==> src/rtl/wb_port_arbiter.sv <==
// ---------------------------------------------------------------------------
// wb_port_arbiter
//
// Purpose:
//   Owns the single register-file write port behind the writeback stage and
//   shares it between the in-order pipeline WB result and out-of-order
//   multiply/divide (MDU) results.
//   - Pipeline writes have priority.
//   - MDU results are queued in a small FIFO and drain into idle port cycles.
//   - When the FIFO head has been denied MAX_WAIT consecutive cycles, the
//     pipeline is stalled for one cycle and the head is forced onto the port.
//
// Optional feature:
//   WB_ARB_BYPASS_EN (macro) - when defined, an MDU result accepted while the
//   FIFO is empty and the pipeline is not writing goes straight to the port
//   (latency 1) without being stored.
//
// Parameters:
//   DEPTH     MDU FIFO entries (power of 2, 2..16)
//   MAX_WAIT  consecutive denied cycles before a forced grant (1..15)
//   DATA_W    write data width
//
// Ports:
//   clk, rst                      clock, synchronous active-high reset
//   pipe_we/pipe_rd/pipe_data     WB stage write request
//   mdu_valid/mdu_rd/mdu_data     MDU result offer
//   mdu_ready                     FIFO can accept (combinational)
//   pipe_stall                    pipeline must hold WB this cycle (combinational)
//   rf_we/rf_waddr/rf_wdata       registered register-file write port
//   fifo_count                    entries currently queued
// ---------------------------------------------------------------------------
module wb_port_arbiter #(
    parameter int DEPTH    = 4,
    parameter int MAX_WAIT = 3,
    parameter int DATA_W   = 32
) (
    input  logic                       clk,
    input  logic                       rst,
    input  logic                       pipe_we,
    input  logic [4:0]                 pipe_rd,
    input  logic [DATA_W-1:0]          pipe_data,
    input  logic                       mdu_valid,
    input  logic [4:0]                 mdu_rd,
    input  logic [DATA_W-1:0]          mdu_data,
    output logic                       mdu_ready,
    output logic                       pipe_stall,
    output logic                       rf_we,
    output logic [4:0]                 rf_waddr,
    output logic [DATA_W-1:0]          rf_wdata,
    output logic [$clog2(DEPTH):0]     fifo_count
);

    localparam int PTR_W = $clog2(DEPTH);
    localparam int CNT_W = PTR_W + 1;
    localparam int ENT_W = DATA_W + 5;

    localparam logic [CNT_W-1:0] DEPTH_CNT = CNT_W'(DEPTH);
    localparam logic [3:0]       WAIT_LIM  = 4'(MAX_WAIT);

    typedef enum logic [1:0] {
        ST_EMPTY   = 2'd0,
        ST_PENDING = 2'd1,
        ST_FORCE   = 2'd2
    } state_t;

    state_t             r_state;
    logic [ENT_W-1:0]   r_mem [DEPTH];   // {rd, data}
    logic [PTR_W-1:0]   r_wr_ptr;
    logic [PTR_W-1:0]   r_rd_ptr;
    logic [CNT_W-1:0]   r_count;
    logic [3:0]         r_wait;

    logic               w_pipe_req;
    logic               w_accept;
    logic               w_bypass;
    logic               w_push;
    logic               w_pop;
    logic               w_grant_pipe;
    logic [CNT_W-1:0]   w_count_next;
    logic [3:0]         w_wait_inc;

    // Writes to $0 are architecturally discarded, so they never claim the port.
    assign w_pipe_req = pipe_we && (pipe_rd != 5'd0);

    assign mdu_ready  = !rst && (r_count < DEPTH_CNT);
    assign pipe_stall = !rst && (r_state == ST_FORCE);
    assign w_accept   = mdu_valid && mdu_ready;

`ifdef WB_ARB_BYPASS_EN
    assign w_bypass = w_accept && (r_state == ST_EMPTY) && !w_pipe_req
                      && (mdu_rd != 5'd0);
`else
    assign w_bypass = 1'b0;
`endif

    // $0 results are handshaken away but never occupy a FIFO slot.
    assign w_push = w_accept && (mdu_rd != 5'd0) && !w_bypass;

    // In FORCE the pipeline is stalled, so its request is not serviced.
    assign w_grant_pipe = w_pipe_req && (r_state != ST_FORCE);
    assign w_pop        = (r_state == ST_FORCE)
                       || ((r_state == ST_PENDING) && !w_pipe_req);

    assign w_count_next = r_count + CNT_W'(w_push) - CNT_W'(w_pop);
    assign w_wait_inc   = r_wait + 4'd1;

    assign fifo_count = r_count;

    // FIFO storage: no reset so it maps onto RAM; stale contents are harmless
    // because the pointers and count are reset.
    always_ff @(posedge clk) begin
        if (w_push) begin
            r_mem[r_wr_ptr] <= {mdu_rd, mdu_data};
        end
    end

    always_ff @(posedge clk) begin
        if (rst) begin
            r_state  <= ST_EMPTY;
            r_wr_ptr <= '0;
            r_rd_ptr <= '0;
            r_count  <= '0;
            r_wait   <= '0;
            rf_we    <= 1'b0;
            rf_waddr <= '0;
            rf_wdata <= '0;
        end else begin
            // Write port: address/data hold when nothing is granted.
            rf_we <= w_grant_pipe || w_pop || w_bypass;
            if (w_grant_pipe) begin
                rf_waddr <= pipe_rd;
                rf_wdata <= pipe_data;
            end else if (w_pop) begin
                {rf_waddr, rf_wdata} <= r_mem[r_rd_ptr];
            end else if (w_bypass) begin
                rf_waddr <= mdu_rd;
                rf_wdata <= mdu_data;
            end

            // Power-of-2 depth lets the pointers wrap naturally.
            if (w_push) r_wr_ptr <= r_wr_ptr + PTR_W'(1);
            if (w_pop)  r_rd_ptr <= r_rd_ptr + PTR_W'(1);
            r_count <= w_count_next;

            case (r_state)
                ST_EMPTY: begin
                    r_wait <= '0;
                    if (w_push) r_state <= ST_PENDING;
                end
                ST_PENDING: begin
                    if (w_pipe_req) begin
                        // Head is eligible (pushed in an earlier cycle) and denied.
                        r_wait <= w_wait_inc;
                        if (w_wait_inc >= WAIT_LIM) r_state <= ST_FORCE;
                    end else begin
                        r_wait <= '0;
                        if (w_count_next == '0) r_state <= ST_EMPTY;
                    end
                end
                ST_FORCE: begin
                    r_wait  <= '0;
                    r_state <= (w_count_next == '0) ? ST_EMPTY : ST_PENDING;
                end
                default: begin
                    r_wait  <= '0;
                    r_state <= ST_EMPTY;
                end
            endcase
        end
    end

endmodule

==> config.mk <==
export PLATFORM = sky130hd
export DESIGN_NAME = wb_port_arbiter
export DESIGN_NICKNAME = d
export VERILOG_FILES = /design/src/rtl/wb_port_arbiter.sv
export SDC_FILE = /design/constraint.sdc
export NUM_CORES = 1
export LEC_CHECK = 0
export CAP_MARGIN = 20
export CORE_ASPECT_RATIO = 0.8
export CORE_MARGIN = 4
export CORE_UTILIZATION = 58
export CTS_CLUSTER_DIAMETER = 120
export DETAILED_ROUTE_END_ITERATION = 7
export MAX_ROUTING_LAYER = met4
export PLACE_DENSITY = 0.94
export SLEW_MARGIN = 0
export SYNTH_ARGS = -nofsm -noshare
export SYNTH_HDL_FRONTEND = slang
export SYNTH_SLANG_ARGS = --single-unit
==> constraint.sdc <==
create_clock -name clk -period 5.7 [get_ports clk]
set_clock_uncertainty 0.1 [all_clocks]
set_input_delay 0.855 -clock clk [delete_from_list [all_inputs] [get_ports clk]]
set_output_delay 0.855 -clock clk [all_outputs]
set_load 0.1 [all_outputs]
==> summary.md, run 1 <==
| Metric | Value |
|---|---|
| Crit-path cells | `clkdlybuf4s50_1 -> or3_1 -> o311a_1 -> xnor2_1 -> ha_1 -> inv_1 -> fa_1 -> xor3_1 -> nor4_1 -> a211o_1 -> a311oi_1` |
| Cell Int Power | `roughly 0.0028 W` |
| Gr usage total | `23.5%` |
| Cell count after synthesis | `slightly below 500` |
| Final core utilization | `about three quarters` |
| Slowest stage cell, crit path | `clkdlybuf4s50_1` |
| Crit share post-route | `65.1%` |
| Total number of vias | `4,937` |
| Final setup fails | `0` |
| Largest family of logic cells by synthesized area | `multiplexers` |
| Switching Share | `31.1%` |
| Sw power | `0.00126 W` |
| Cell area power density | `410 nW/µm²` |
| Clock tree root driver cell | `clkbuf_16` |
| Post-route minimum period | `3.71 ns` |
| Unrepaired setup endpoints after global routing | `false` |
| Routability-driven placement congestion ratio | `0.850` |
| Min-delay src | `r_rd_ptr[1]` |
| Setup CP Type | `in2reg` |
| Ports | `about 120` |
| Post-route ant nets | `0` |
| Synth Area in Simple Gates | `8.02%` |
| Drt first pass iters | `5` |
| Final Hold Fails | `0` |
| Initial antenna violation count | `1` |
| Worst min path class | `reg2reg` |
| Post-Syn Area | `7870 µm²` |
| HPWL Detailed | `10.5 mm` |
| Number of global-route vias before repair | `5,071` |
| Slew margin rel. | `30.4%` |
| Number of remaining DRC errors | `0` |
| Logic gate share of total power | `between 20% and 30%` |
| Die Wd | `138 µm` |
| Kind of start point of the critical path | `primary input` |
| Worst Setup Slack, final | `1.99 ns` |
| Cts repair resizes | `0` |
| 1st-iter DRT viols | `528` |
| Initial Utilization | `60.3%` |
| Fmax | `270 MHz` |
| Crit. End Element | `register` |
| DR WL/cell | `about 23 µm` |
| Arrival @ worst endpoint | `3.99 ns` |
| Leakage | `3.25 nW` |
| Mapped Nets | `574` |
| Mux cell area share after synthesis | `a little over a tenth` |
| Pre-CTS setup slack | `1.68 ns` |
| Worst r2r src | `r_state[0]` |
| Share of layout cells above drive strength 1 | `about 14%` |
| Worst Tran Pin Value | `1.04 ns` |
| Peak supply drop | `between 0.0002 and 0.0003 V` |
| Post-Synth Adder-Cell Area | `1.37%` |
| Seq pwr share | `a little over two fifths` |
| Die Span Y | `112 µm` |
| WP data required | `around 6 ns` |
| Syn-to-layout area delta | `25.5%` |
| #FFs+latches synth | `around 200` |
| Row cnt | `37` |
| CTS clk-pin slew, worst paths | `0.06 ns` |
| EDFF count, synth | `148` |
| Post-synth ARST share | `0%` |
| Die Footprint | `15,500 µm²` |
| Global route total overflow | `0` |
| Num CTS Buffers | `20` |
| Area leader, netlist | `edfxtp_1` |
| Post-CTS setup buffers | `0` |
| Crit-path max FO | `9` |
| Crit path largest cell delay | `between 0.4 and 0.5 ns` |
| Seq/Total Area, Yosys | `70.0%` |
| Dominant cell by count in the synthesized netlist | `edfxtp_1` |
| Worst Setup SP | `mdu_rd[1]` |
| DRT Wirelength | `18.0 mm` |
| Global-route wire length before repair | `between 20 and 30 mm` |
| Clk buf depth | `3` |
| Most instantiated cells after synthesis | `edfxtp_1, nand2_1, dfxtp_1, nor3_1, mux4_2` |
| Clk pwr share | `32.5%` |
| Post-synth top area share | `56.5%` |
| CTS H-Tree Depth | `1` |
| Core area | `between 10,000 and 15,000 µm²` |
| Number of max-cap violations | `0` |
| Synth top area cells | `edfxtp_1, dfxtp_1, mux4_2, a311oi_1, nand2_1` |
| Clk sink count | `201` |
| Run status | `finished clean` |
| Syn avg cell area | `16.1 µm²` |
| TritonCTS clock tree | `done` |
| Compound-Gate Fraction of Synth Area | `6.52%` |
| Cts-stage hold buffer count | `0` |
| Port bufs | `120` |
| Setup TNS | `0 ns` |
| Fin. max-slew vios | `0` |
| XOR/XNOR Fraction of Synth Area | `0.859%` |
| Fin nets | `687` |
| Clock Latency Late Sink | `about 0.48 ns` |
| Via-to-Cell Ratio | `6.24` |
| Number of different library cells in the post-synthesis netlist | `45` |
| Synth Warn # | `0` |
| Primary FF master, synth | `edfxtp_1` |
| Pin count of the biggest net entering global routing | `56` |
[final timing paths]
path / endpoint / slack [ns] / depth (start not counted)
max reg2reg: r_state[0] / 2.46 / 10
max: r_state[0] / 1.99 / 11
min: register / 0.46 / 2
min reg2reg: register / 0.46 / 2
[critical path, delay by kind of cell]
| family | cells | cell delay (ns) |
|---|---|---|
| AOI/OAI and AO/OA | 3 | 0.98 |
| adders and majority gates | 2 | 0.59 |
| buffers and inverters | 2 | 0.55 |
| xor gates and xnor gates | 2 | 0.51 |
| and+or+nand+nor | 2 | 0.50 |
[layout make-up]
| type | count | area [µm²] |
|---|---|---|
| sequential | 201 | 5510 |
| fill | 709 | 3180 |
| multi-input combinational | 244 | 2170 |
| timing repair buffer | 127 | 1290 |
| clock buffer | 31 | 583 |
| tap | 175 | 219 |
| clock inverter | 5 | 81.3 |
| inverter | 7 | 26.3 |
| antenna | 1 | 2.50 |
[registers in the layout, indices dropped and copies added (netlist names), named ones only]
name and flops:
fifo_count 3, r_mem 148, r_rd_ptr 2, r_state 2, r_wait 4, r_wr_ptr 2, rf_waddr 5, rf_wdata 32
rf_we 1
[layer usage]
layer	global-route usage [%]	share of wire (%)	up-vias
met2	39.0	49	287
met3	4.98	9.7	32
met4	3.75	1.3	0
met5	-	0	-
li1	-	-	2156
met1	31.1	40	2462
[metrics by stage]
step           total power (W)  std cells  hold WS [ns]  area (µm²)
2_1_floorplan          0.00248        488         0.380        7870
4_1_cts                0.00405        787         0.436        9810
6_report               0.00405        791         0.456        9880
5_1_grt                0.00419        791         0.495        9880
3_3_place_gp           0.00271        751         0.389        9150
3_5_place_dp           0.00275        751         0.426        9150
[placed cells by master (no fill, tap or decap), types with 2 or more instances in the layout]
master	n
ha_1	7
nor2_1	8
nand2b_1	2
nor3_1	39
nand2_1	65
clkbuf_8	2
dfxtp_2	2
a32oi_1	5
and2_2	4
dfxtp_1	51
clkdlybuf4s50_1	119
nor2b_1	2
buf_4	4
xnor2_1	4
clkbuf_16	21
a21oi_1	2
a211oi_1	5
nor4_1	5
clkbuf_1	8
a311oi_1	33
mux4_2	37
inv_1	7
bufinv_16	2
or3_1	3
edfxtp_1	148
[power by group through the flow]
stage | logic (W) | registers (W) | clock network (W)
3_3_place_gp | 0.000963 | 0.00175 | 0
6_report | 0.00101 | 0.00173 | 0.00132
3_5_place_dp | 0.000991 | 0.00176 | 0
4_1_cts | 0.000996 | 0.00173 | 0.00133
5_1_grt | 0.00105 | 0.00174 | 0.00140
2_1_floorplan | 0.000358 | 0.00212 | 0
[logic make-up after synthesis]
family	Yosys count
AOI/OAI and AO/OA	57
muxes	38
buffers and inverters	43
DFF	201
xor gates and xnor gates	6
and+or+nand+nor	135
adders and majority gates	8
Note: power is estimated with default switching activity, not from simulation.
==> run 2: changes to the inputs <==
CORE_UTILIZATION = 54   (was 58)
PLACE_DENSITY = 0.89   (was 0.94)
clock period = 3.67 ns   (was 5.7 ns; I/O delays follow)
==> run 2 against run 1 <==
  * Die area grew 6.9%
  * Hold slack lost 0.041 ns
  * Sequential power grew 57%
  * Critical path depth is the same
  * Power grew 53%
  * Wire length grew 1.2%
==> summary.md, run 2 (synthesis results as in run 1) <==
| Metric | Value |
|---|---|
| Final core utilization | `approximately 69%` |
| Routability-driven placement congestion ratio | `between 0.7 and 0.8` |
| Switching Share | `a little under a third` |
| Commonest non-fill, non-tap cell in the layout | `edfxtp_1` |
| Fill cells | `890` |
| Run status | `finished clean` |
| Cts-stage hold buffer count | `0` |
| Clock Latency Late Sink | `0.48 ns` |
| Number of remaining DRC errors | `0` |
| WP data required | `3.97 ns` |
| Unrepaired setup endpoints after global routing | `false` |
| Number of global-route vias before repair | `5,023` |
| Ports | `between 100 and 150` |
| Initial antenna violation count | `0` |
| Share of layout cells above drive strength 1 | `15.0%` |
| Initial Utilization | `55.0%` |
| Setup TNS | `0 ns` |
| Kind of start point of the critical path | `primary input` |
| DR WL/cell | `22.6 µm` |
| TritonCTS clock tree | `done` |
| Crit-path leading delay family | `compound AO/OA/AOI/OAI gates` |
| Logic gate share of total power | `about a quarter` |
| Register-to-Register Path Depth | `10` |
| Row cnt | `39` |
| Num CTS Buffers | `20` |
| Worst min path class | `reg2reg` |
| Core area | `~14,000 µm²` |
| Post-CTS setup buffers | `0` |
| DRT Wirelength | `18.2 mm` |
| Cell Int Power | `0.00426 W` |
| Final Hold Fails | `0` |
| Fin nets | `around 690` |
| Hold Path Stages | `2` |
| Crit share post-route | `83.7%` |
| Post-route ant nets | `0` |
| Pin count of the biggest net entering global routing | `55` |
| Clk pwr share | `31.5%` |
| Biggest register | `r_mem` |
| Peak supply drop | `0.000448 V` |
| Reg area | `5510 µm²` |
| Crit-path cells | `clkdlybuf4s50_1 -> or3_1 -> o311a_4 -> xnor2_1 -> ha_1 -> inv_1 -> fa_1 -> xor3_1 -> nor4_1 -> a211o_1 -> a311oi_1` |
| Multi-input gate area | `2170 µm²` |
| Layout Cells excl Fill | `about 800` |
| Crit-path max FO | `5` |
| Slew margin rel. | `31.8%` |
| Global route total overflow | `0` |
| Die Footprint | `16,600 µm²` |
| Global-route wire length before repair | `between 20 and 30 mm` |
| Highest-count cells in the layout ignoring fill and taps | `edfxtp_1, clkdlybuf4s50_1, nand2_1` |
| Die Wd | `roughly 140 µm` |
| CTS H-Tree Depth | `1` |
| Seq pwr share | `approximately 44%` |
| Clock tree root driver cell | `clkbuf_16` |
| Number of placed cells counting well taps | `about 770` |
| Dpl cell area | `9220 µm²` |
| Fin. max-slew vios | `0` |
| Leakage | `3.27 nW` |
| Syn-to-layout area delta | `25.6%` |
| Setup CP Type | `in2reg` |
| Worst Tran Pin Value | `1.02 ns` |
| Crit path largest cell delay | `between 0.4 and 0.5 ns` |
| Max reg flops | `148` |
| Via-to-Cell Ratio | `about 6.1` |
| Drt first pass iters | `5` |
| Gr usage total | `22.6%` |
| Cts repair resizes | `0` |
| Port bufs | `120` |
| Sw power | `just under 0.002 W` |
| 1st-iter DRT viols | `around 400` |
| Clk buf depth | `3` |
| Final setup fails | `0` |
| Clk sink count | `201` |
| Crit. End Element | `register` |
| HPWL Detailed | `~11 mm` |
| Critical path depth | `11` |
| Final Instance Area | `9880 µm²` |
| Slowest stage cell, crit path | `clkdlybuf4s50_1` |
| Fmax | `325 MHz` |
| Die Span Y | `116 µm` |
| Buf+Inv Stages, Crit Path | `2` |
| CTS clk-pin slew, worst paths | `0.06 ns` |
| Number of max-cap violations | `0` |
| Arrival @ worst endpoint | `3.37 ns` |
| Regs by FF count | `r_mem x148, rf_wdata x32, rf_waddr x5` |
| Post-route minimum period | `3.07 ns` |
| Cell area power density | `629 nW/µm²` |
| Total number of vias | `4,913` |
| Number of antenna diodes | `0` |
| Hold slack | `0.416 ns` |
[run 2: per-layer routing]
| layer | share of wire (%) | track usage (%) | wire length, µm | vias to the layer above |
|---|---|---|---|---|
| met3 | 8.8 | 4.25 | 1600 | 41 |
| met4 | 2.5 | 6.08 | 456 | 0 |
| met5 | 0 | - | 0 | - |
| li1 | - | - | - | 2163 |
| met2 | 49 | 36.7 | 8980 | 252 |
| met1 | 39 | 29.7 | 7130 | 2457 |
[run 2: worst register-to-register path: stages, from the launching register on]
cell and delay (ns):
dfxtp_1 0.44, nand2b_1 0.32, o311a_4 0.49, xnor2_1 0.16, ha_1 0.17, inv_1 0.05, fa_1 0.39, xor3_1 0.29
nor4_1 0.07, a211o_1 0.27, a311oi_1 0.19
[run 2: power by group through the flow]
stage	logic [W]	registers [W]	clock network [W]
floorplan	0.000557	0.00329	0
global placement	0.00149	0.00274	0
detailed placement	0.00153	0.00276	0
CTS	0.00154	0.00271	0.00199
global route	0.00161	0.00273	0.00209
finish	0.00154	0.00271	0.00196
[run 2: cell type report]
cell class | count | share of cell area [%]
inverter | 7 | 0.266
sequential | 201 | 55.7
clock buffer | 26 | 5.71
clock inverter | 10 | 0.734
tap | 184 | 2.33
timing repair buffer | 131 | 13.2
multi-input combinational | 244 | 22.0
[run 2: path summary, 6_finish.rpt]
| path | slack (ns) | endpoint | startpoint |
|---|---|---|---|
| min | 0.42 | register | r_rd_ptr[1] |
| max | 0.60 | r_state[0] | pipe_rd[1] |
| max reg2reg | 0.63 | r_state[0] | r_state[0] |
| min reg2reg | 0.42 | register | r_rd_ptr[1] |
[run 2: through the flow]
stage               total power, W  setup WS (ns)
floorplan                  0.00385          0.222
global placement           0.00423          0.259
detailed placement         0.00429          0.142
CTS                        0.00624          0.635
global route               0.00643          0.471
finish                     0.00621          0.597
